`config.mk`:
```
export PLATFORM = sky130hd
export DESIGN_NAME = pad_cfg_ctrl
export DESIGN_NICKNAME = d
export VERILOG_FILES = /design/src/rtl/pad_cfg_pkg.sv /design/src/rtl/pad_cfg_shadow.sv /design/src/rtl/pad_cfg_ctrl.sv
export SDC_FILE = /design/constraint.sdc
export NUM_CORES = 2
export LEC_CHECK = 0
export BUFFER_PORTS_ARGS = -buffer_cell sky130_fd_sc_hd__buf_2
export CAP_MARGIN = 10
export CORE_ASPECT_RATIO = 1.25
export CORE_MARGIN = 2
export CORE_UTILIZATION = 43
export DETAILED_ROUTE_END_ITERATION = 16
export GPL_ROUTABILITY_DRIVEN = 0
export HOLD_SLACK_MARGIN = 0.05
export PLACE_DENSITY = 0.69
export SKIP_LAST_GASP = 1
export SYNTH_ARGS = -nofsm -noshare
export SYNTH_HDL_FRONTEND = slang
export SYNTH_SLANG_ARGS = --single-unit
```
`constraint.sdc`:
```
create_clock -name clk -period 4 [get_ports clk]
set_input_delay 0.8 -clock clk [delete_from_list [all_inputs] [get_ports clk]]
set_output_delay 0.8 -clock clk [all_outputs]
set_load 0.005 [all_outputs]
```
`src/rtl/pad_cfg_pkg.sv`:
```
// Shared definitions for the runtime pad-configuration controller:
// FSM encodings, pad-word field offsets, control address and status bits.
package pad_cfg_pkg;

  typedef logic [1:0] state_t;

  localparam state_t SAFE     = 2'd0;
  localparam state_t DRAIN    = 2'd1;
  localparam state_t STAGE_IN = 2'd2;
  localparam state_t LIVE     = 2'd3;

  localparam int IE_BIT   = 8;
  localparam int OEN_BIT  = 9;
  localparam int TECH_LSB = 16;

  // All-ones; the top slices it down to its address width.
  localparam logic [31:0] CTRL_ADDR = 32'hFFFF_FFFF;

  localparam int STAT_STATE_LSB = 0;
  localparam int STAT_BUSY_BIT  = 2;
  localparam int STAT_SAFE_BIT  = 3;

endpackage

```
`src/rtl/pad_cfg_shadow.sv`:
```
// Per-pad shadow register file: one write port, one combinational read port
// and a flat snapshot of every field for staging into the active registers.
module pad_cfg_shadow
  import pad_cfg_pkg::*;
#(
  parameter int NPADS = 36,
  parameter int CFGW  = 8,
  parameter int TECHW = 16,
  parameter int IW    = $clog2(NPADS)
) (
  input  logic                   clk,
  input  logic                   nreset,
  input  logic                   we,
  input  logic [IW-1:0]          waddr,
  input  logic [31:0]            wdata,
  input  logic [IW-1:0]          raddr,
  output logic [31:0]            rdata,
  output logic [NPADS*CFGW-1:0]  snap_cfg,
  output logic [NPADS-1:0]       snap_ie,
  output logic [NPADS-1:0]       snap_oen,
  output logic [NPADS*TECHW-1:0] snap_tech
);

  logic [CFGW-1:0]  cfg_q  [NPADS];
  logic [TECHW-1:0] tech_q [NPADS];
  logic [NPADS-1:0] ie_q;
  logic [NPADS-1:0] oen_q;

  // Only the defined fields are stored; the remaining write bits are dropped.
  logic unused_wdata;
  assign unused_wdata = ^wdata;

  // NOTE: this register file is reset explicitly because software relies on
  // reading back the documented defaults; it therefore cannot map onto a RAM macro.
  always_ff @(posedge clk) begin
    if (!nreset) begin
      for (int i = 0; i < NPADS; i++) begin
        cfg_q[i]  <= '0;
        tech_q[i] <= '0;
      end
      ie_q  <= '0;
      oen_q <= '1;
    end else if (we) begin
      cfg_q[waddr]  <= wdata[CFGW-1:0];
      tech_q[waddr] <= wdata[TECH_LSB +: TECHW];
      ie_q[waddr]   <= wdata[IE_BIT];
      oen_q[waddr]  <= wdata[OEN_BIT];
    end
  end

  // NOTE: the default assignment first keeps this block latch-free.
  always_comb begin
    rdata                      = '0;
    rdata[CFGW-1:0]            = cfg_q[raddr];
    rdata[IE_BIT]              = ie_q[raddr];
    rdata[OEN_BIT]             = oen_q[raddr];
    rdata[TECH_LSB +: TECHW]   = tech_q[raddr];
  end

  for (genvar i = 0; i < NPADS; i++) begin : g_snap
    assign snap_cfg[i*CFGW +: CFGW]   = cfg_q[i];
    assign snap_tech[i*TECHW +: TECHW] = tech_q[i];
  end

  assign snap_ie  = ie_q;
  assign snap_oen = oen_q;

endmodule

```
`src/rtl/pad_cfg_ctrl.sv`:
```
// Pad-configuration controller: bus decode, staged commit FSM with settle
// counter, and the active cfg/ie/oen/tech_cfg registers feeding the padring.
module pad_cfg_ctrl
  import pad_cfg_pkg::*;
#(
  parameter int NPADS  = 36,
  parameter int CFGW   = 8,
  parameter int TECHW  = 16,
  parameter int SETTLE = 4,
  parameter int AW     = 8
) (
  input  logic                   clk,
  input  logic                   nreset,
  input  logic                   req_valid,
  output logic                   req_ready,
  input  logic                   req_write,
  input  logic [AW-1:0]          req_addr,
  input  logic [31:0]            req_wdata,
  output logic                   rsp_valid,
  output logic [31:0]            rsp_rdata,
  output logic                   rsp_err,
  input  logic                   safe_req,
  output logic [NPADS*CFGW-1:0]  cfg,
  output logic [NPADS-1:0]       ie,
  output logic [NPADS-1:0]       oen,
  output logic [NPADS*TECHW-1:0] tech_cfg,
  output logic                   busy
);

  localparam int IW = $clog2(NPADS);
  localparam int CW = $clog2(SETTLE + 1);
  localparam logic [CW-1:0] SETTLE_C = CW'(SETTLE);
  localparam logic [AW-1:0] NPADS_A  = AW'(NPADS);
  localparam logic [AW-1:0] CTRL_A   = CTRL_ADDR[AW-1:0];

  state_t                   state_q;
  logic [CW-1:0]            settle_q;
  logic [NPADS-1:0]         oen_stage_q;
  logic                     accept, is_pad, is_ctrl, addr_err;
  logic                     commit_req, commit_go, shadow_we;
  logic [31:0]              shadow_rdata, ctrl_word, rdata_next;
  logic [NPADS*CFGW-1:0]    snap_cfg;
  logic [NPADS-1:0]         snap_ie, snap_oen;
  logic [NPADS*TECHW-1:0]   snap_tech;

  assign req_ready  = (state_q == SAFE) || (state_q == LIVE);
  assign busy       = (state_q == DRAIN) || (state_q == STAGE_IN);
  assign accept     = req_valid & req_ready;
  assign is_pad     = req_addr < NPADS_A;
  assign is_ctrl    = req_addr == CTRL_A;
  assign addr_err   = !(is_pad || is_ctrl);
  assign commit_req = accept & req_write & is_ctrl & req_wdata[0];
  assign commit_go  = commit_req & ~safe_req;
  assign shadow_we  = accept & req_write & is_pad;

  pad_cfg_shadow #(
    .NPADS (NPADS),
    .CFGW  (CFGW),
    .TECHW (TECHW),
    .IW    (IW)
  ) u_shadow (
    .clk       (clk),
    .nreset    (nreset),
    .we        (shadow_we),
    .waddr     (req_addr[IW-1:0]),
    .wdata     (req_wdata),
    .raddr     (req_addr[IW-1:0]),
    .rdata     (shadow_rdata),
    .snap_cfg  (snap_cfg),
    .snap_ie   (snap_ie),
    .snap_oen  (snap_oen),
    .snap_tech (snap_tech)
  );

  always_comb begin
    ctrl_word                           = '0;
    ctrl_word[STAT_STATE_LSB +: 2]      = state_q;
    ctrl_word[STAT_BUSY_BIT]            = busy;
    ctrl_word[STAT_SAFE_BIT]            = safe_req;
    rdata_next                          = '0;
    if (!req_write && !addr_err)
      rdata_next = is_ctrl ? ctrl_word : shadow_rdata;
  end

  // NOTE: sequential state uses non-blocking assignments so every register
  // samples pre-edge values regardless of statement order.
  always_ff @(posedge clk) begin
    if (!nreset) begin
      rsp_valid <= 1'b0;
      rsp_err   <= 1'b0;
      rsp_rdata <= '0;
    end else begin
      rsp_valid <= accept;
      rsp_err   <= accept & (addr_err | (commit_req & safe_req));
      rsp_rdata <= accept ? rdata_next : '0;
    end
  end

  // safe_req shares the reset branch: it wins over any commit or settle in flight.
  always_ff @(posedge clk) begin
    if (!nreset || safe_req) begin
      state_q     <= SAFE;
      settle_q    <= '0;
      oen_stage_q <= '1;
      cfg         <= '0;
      ie          <= '0;
      oen         <= '1;
      tech_cfg    <= '0;
    end else begin
      case (state_q)
        SAFE: if (commit_go) begin
          state_q     <= STAGE_IN;
          settle_q    <= SETTLE_C;
          cfg         <= snap_cfg;
          ie          <= snap_ie;
          tech_cfg    <= snap_tech;
          oen_stage_q <= snap_oen;
        end
        LIVE: if (commit_go) begin
          state_q <= DRAIN;
          oen     <= '1;
        end
        DRAIN: begin
          state_q     <= STAGE_IN;
          settle_q    <= SETTLE_C;
          cfg         <= snap_cfg;
          ie          <= snap_ie;
          tech_cfg    <= snap_tech;
          oen_stage_q <= snap_oen;
        end
        default: begin
          // Output enables are released from the copy taken at staging entry.
          if (settle_q <= CW'(1)) begin
            state_q  <= LIVE;
            settle_q <= '0;
            oen      <= oen_stage_q;
          end else begin
            settle_q <= settle_q - CW'(1);
          end
        end
      endcase
    end
  end

endmodule

```
==> flow_summary_export.csv <==
group,metric,value,unit
floorplanning,die_y,549,µm
timing,setup_ws,0.293,ns
global_route,grt_pass1_vias,75400,
global_route,grt_pass1_wl,571000,µm
pwr,irDropWorstVdd,0.403,mV
routing,avgViaCountPerCell,5.89,
clock_network,number_of_setup_buffers_added_after_cts,0,
cells_and_area,multi_input_area,34100,µm²
routing,routed_wirelength,422000,µm
routing,route.antenna.remaining_nets,0,
cells_and_area,finalInstanceArea,123000,µm²
timing,fin_setup_tns,0,ns
global_route,grt_max_degree,234,
floorplanning,initial_core_util,43.1,%
synthesis,yosysUniqueCellTypes,77,
run,maxCapViolations,0,
cells_and_area,final_nets,10400,
synthesis,synth_edf_count,1536,
floorplanning,rows,200,
place,hpwl_after_detailed_placement,293000,µm
clock_network,clkLatencyLatePin,0.98,ns
routing,route.detailed.drc,0,
min_path,worstHoldPathCells,3,
clock_network,cts_hold_repair.buffers,0,
floorplanning,core_area,237000,µm²
synthesis,part_of_the_yosys_area_used_for_sequential_elements,66.2,%
place,dp_slack,0.0228,ns
global_route,globalRouteTotalUtil,33.6,%
floorplanning,io_pins,1017,
setup_path,critPathKind,"input pin to flip-flop",
clock_network,tritoncts_num_sinks,2613,
timing,fin_worst_hold_slack,0.216,ns
timing,maxSlewViolCount,0,
synthesis,main_flop_type_after_synthesis,"sky130_fd_sc_hd__edfxtp_1",
clock_network,cts_tree,"built",
global_route,grt_overflow,0,
synthesis,synth_async_sr_flop_share,0,%
pwr,pwr_density_cell,471,nW/µm²
setup_path,worst_path_max_delay_cell,"sky130_fd_sc_hd__o21ai_0",
setup_path,critical_path_cell_count,10,
setup_path,crit_end_element,"flip-flop",
setup_path,reg2reg_depth,9,
min_path,hold_class,"input pin to flip-flop",
setup_path,crit_path_cell_trace,"buf_8, buf_12, and3b_2, buf_4, a22oi_1, o21ai_0, o21ai_0, buf_4, o2111ai_1, o21a_1",
place,port_buffers,1004,
setup_path,timing.critical_path.max_delay_family,"compound AO/OA/AOI/OAI gates",
timing,setup-violations-final,0,
cells_and_area,most-common-layout-cells,"sky130_fd_sc_hd__nand2_1 (2105), sky130_fd_sc_hd__edfxtp_1 (1536), sky130_fd_sc_hd__dfxtp_1 (1077)",
clock_network,htree_levels,4,
place,post-place-cells,13300,
timing,max_slew_margin,10.0,%
routing,drt_first_iter_violations,13300,
timing,fin_skew,0.117,ns
cells_and_area,layout.filler_cells,20400,
cells_and_area,mostFrequentLayoutCell,"sky130_fd_sc_hd__nand2_1",
outcome,status,"finished clean",
timing,maxClockFrequency,270,MHz
synthesis,synthesis.instances,8796,
clock_network,worst_setup_hold_path_clk_slew,0.06,ns
setup_path,critical_path_required_time,4.80,ns
synthesis,yosys_warnings,0,
routing,drt_first_pass_iters,10,
place,dpl-instance-area,115000,µm²
synthesis,synthesis.area,102000,µm²
timing,ratio_of_final_minimum_period_to_clock_period,92.7,%
pwr,total_power,58.0,mW
global_route,number_of_antenna_violations_at_the_first_check_in_global_routing,47,
timing,report.final.hold_viol_count,0,
clock_network,cts-buffers-inserted,249,
clock_network,ctsLongestPathBuffers,4,
setup_path,crit_path_start_kind,"input pin",
synthesis,synth-seq-cells,2613,
pwr,p_leak,46.2,nW
routing,route.detailed.wl_per_inst,30.7,µm
cells_and_area,final_layout_size_suffix_gt1_share,19.7,%
cells_and_area,finalCoreUtilization,52.0,%
cells_and_area,ff_latch_area,67700,µm²
cells_and_area,fin_cells,13700,
setup_path,slowest_delay,1.05,ns
synthesis,avgSynthCellArea,11.6,µm²
setup_path,worstPathArrival,4.51,ns
clock_network,cts_resized,0,
routing,vias,80900,
floorplanning,fp.dieArea,242000,µm²
timing,period_needed,3.71,ns
floorplanning,die_w,440,µm
setup_path,cp.buffers_inverters,4,
timing,timing_worst_slew_pin_value,1.34,ns
setup_path,path_max_fanout,33,
timing,grt_setup_unrepaired,"false",
clock_network,ctsRootBufferMaster,"sky130_fd_sc_hd__clkbuf_16",
cells_and_area,synth_to_final_area_change,20.7,%
[routing by layer]
layer / vias to the layer above / track usage (%) / routed length [µm] / part of all wire [%]
met2: 6259 / 51.8 / 188000 / 44
met3: 1316 / 9.06 / 54800 / 13
met4: 40 / 23.8 / 37300 / 8.8
met5: - / 0 / 252 / 0.060
li1: 33600 / - / - / -
met1: 39700 / 40.7 / 142000 / 34
[cell usage after synthesis, types with 78 or more instances]
cell type	n	area [µm²]
sky130_fd_sc_hd__o21ai_0	105	526
sky130_fd_sc_hd__dfxtp_1	1077	21600
sky130_fd_sc_hd__mux2_2	95	1070
sky130_fd_sc_hd__o22ai_1	108	676
sky130_fd_sc_hd__a22oi_1	139	1040
sky130_fd_sc_hd__mux2i_1	170	1700
sky130_fd_sc_hd__clkbuf_1	376	1410
sky130_fd_sc_hd__edfxtp_1	1536	46100
sky130_fd_sc_hd__nand2_1	2109	7920
sky130_fd_sc_hd__mux4_2	117	2640
sky130_fd_sc_hd__nor2_1	128	480
sky130_fd_sc_hd__a21oi_1	1033	5170
sky130_fd_sc_hd__and2_1	868	5430
sky130_fd_sc_hd__buf_2	268	1340
sky130_fd_sc_hd__nand3_1	78	390
sky130_fd_sc_hd__a221oi_1	164	1440
[cell families after synthesis]
group,share of synthesized area [%]
multiplexers,5.30
other,0.00367
AO/OA/AOI/OAI,10.6
adder cells (fa/ha/maj),0.0734
AND/OR/NAND/NOR,14.5
flip-flops,66.2
buffers and inverters,3.32
[power breakdown]
group	internal, mW	total (mW)	switching (mW)
Combinational	1.04	3.59	2.55
Clock	13.8	24.4	10.6
Sequential	29.5	30.1	0.558
Total	44.4	58.0	13.7
[final cells by class]
type                    instances  share of cell area, %
repair buffers               1380                   7.42
clock inverters               123                  0.941
diodes                         17                 0.0345
multi-input cells            6113                   27.6
flip-flops and latches       2613                   54.9
clock buffers                 338                   5.86
well taps                    3131                   3.18
inverters                      23                 0.0801
[path summary, 6_finish.rpt]
check,start,to,slack (ns)
setup / recovery,req_addr[1],rsp_rdata[30],0.29
setup reg to reg,state_q[0],u_shadow.tech_q[2][9],0.62
hold / removal,req_write,rsp_rdata[3],0.22
hold reg to reg,tech_cfg[340],tech_cfg[340],0.45
[worst register-to-register path: stages, from the launching register on]
cell and delay (ns):
sky130_fd_sc_hd__dfxtp_1 0.44, sky130_fd_sc_hd__inv_1 0.09, sky130_fd_sc_hd__ha_1 0.31, sky130_fd_sc_hd__and3b_1 0.34
sky130_fd_sc_hd__nand3_1 0.41, sky130_fd_sc_hd__nor2_2 0.61, sky130_fd_sc_hd__nand2_1 0.23, sky130_fd_sc_hd__nor2_2 0.13
sky130_fd_sc_hd__buf_4 0.38, sky130_fd_sc_hd__and2_1 0.26
[flip-flops by register name, summed over array words and instances (netlist names)]
register	flops
cfg	288
ie	36
oen	36
oen_stage_q	36
rsp_err	1
rsp_rdata	26
rsp_valid	1
settle_q	3
state_q	2
tech_cfg	576
u_shadow.cfg_q	512
u_shadow.snap_ie	36
u_shadow.snap_oen	36
u_shadow.tech_q	1024
Power figures use the tool's default switching activity.
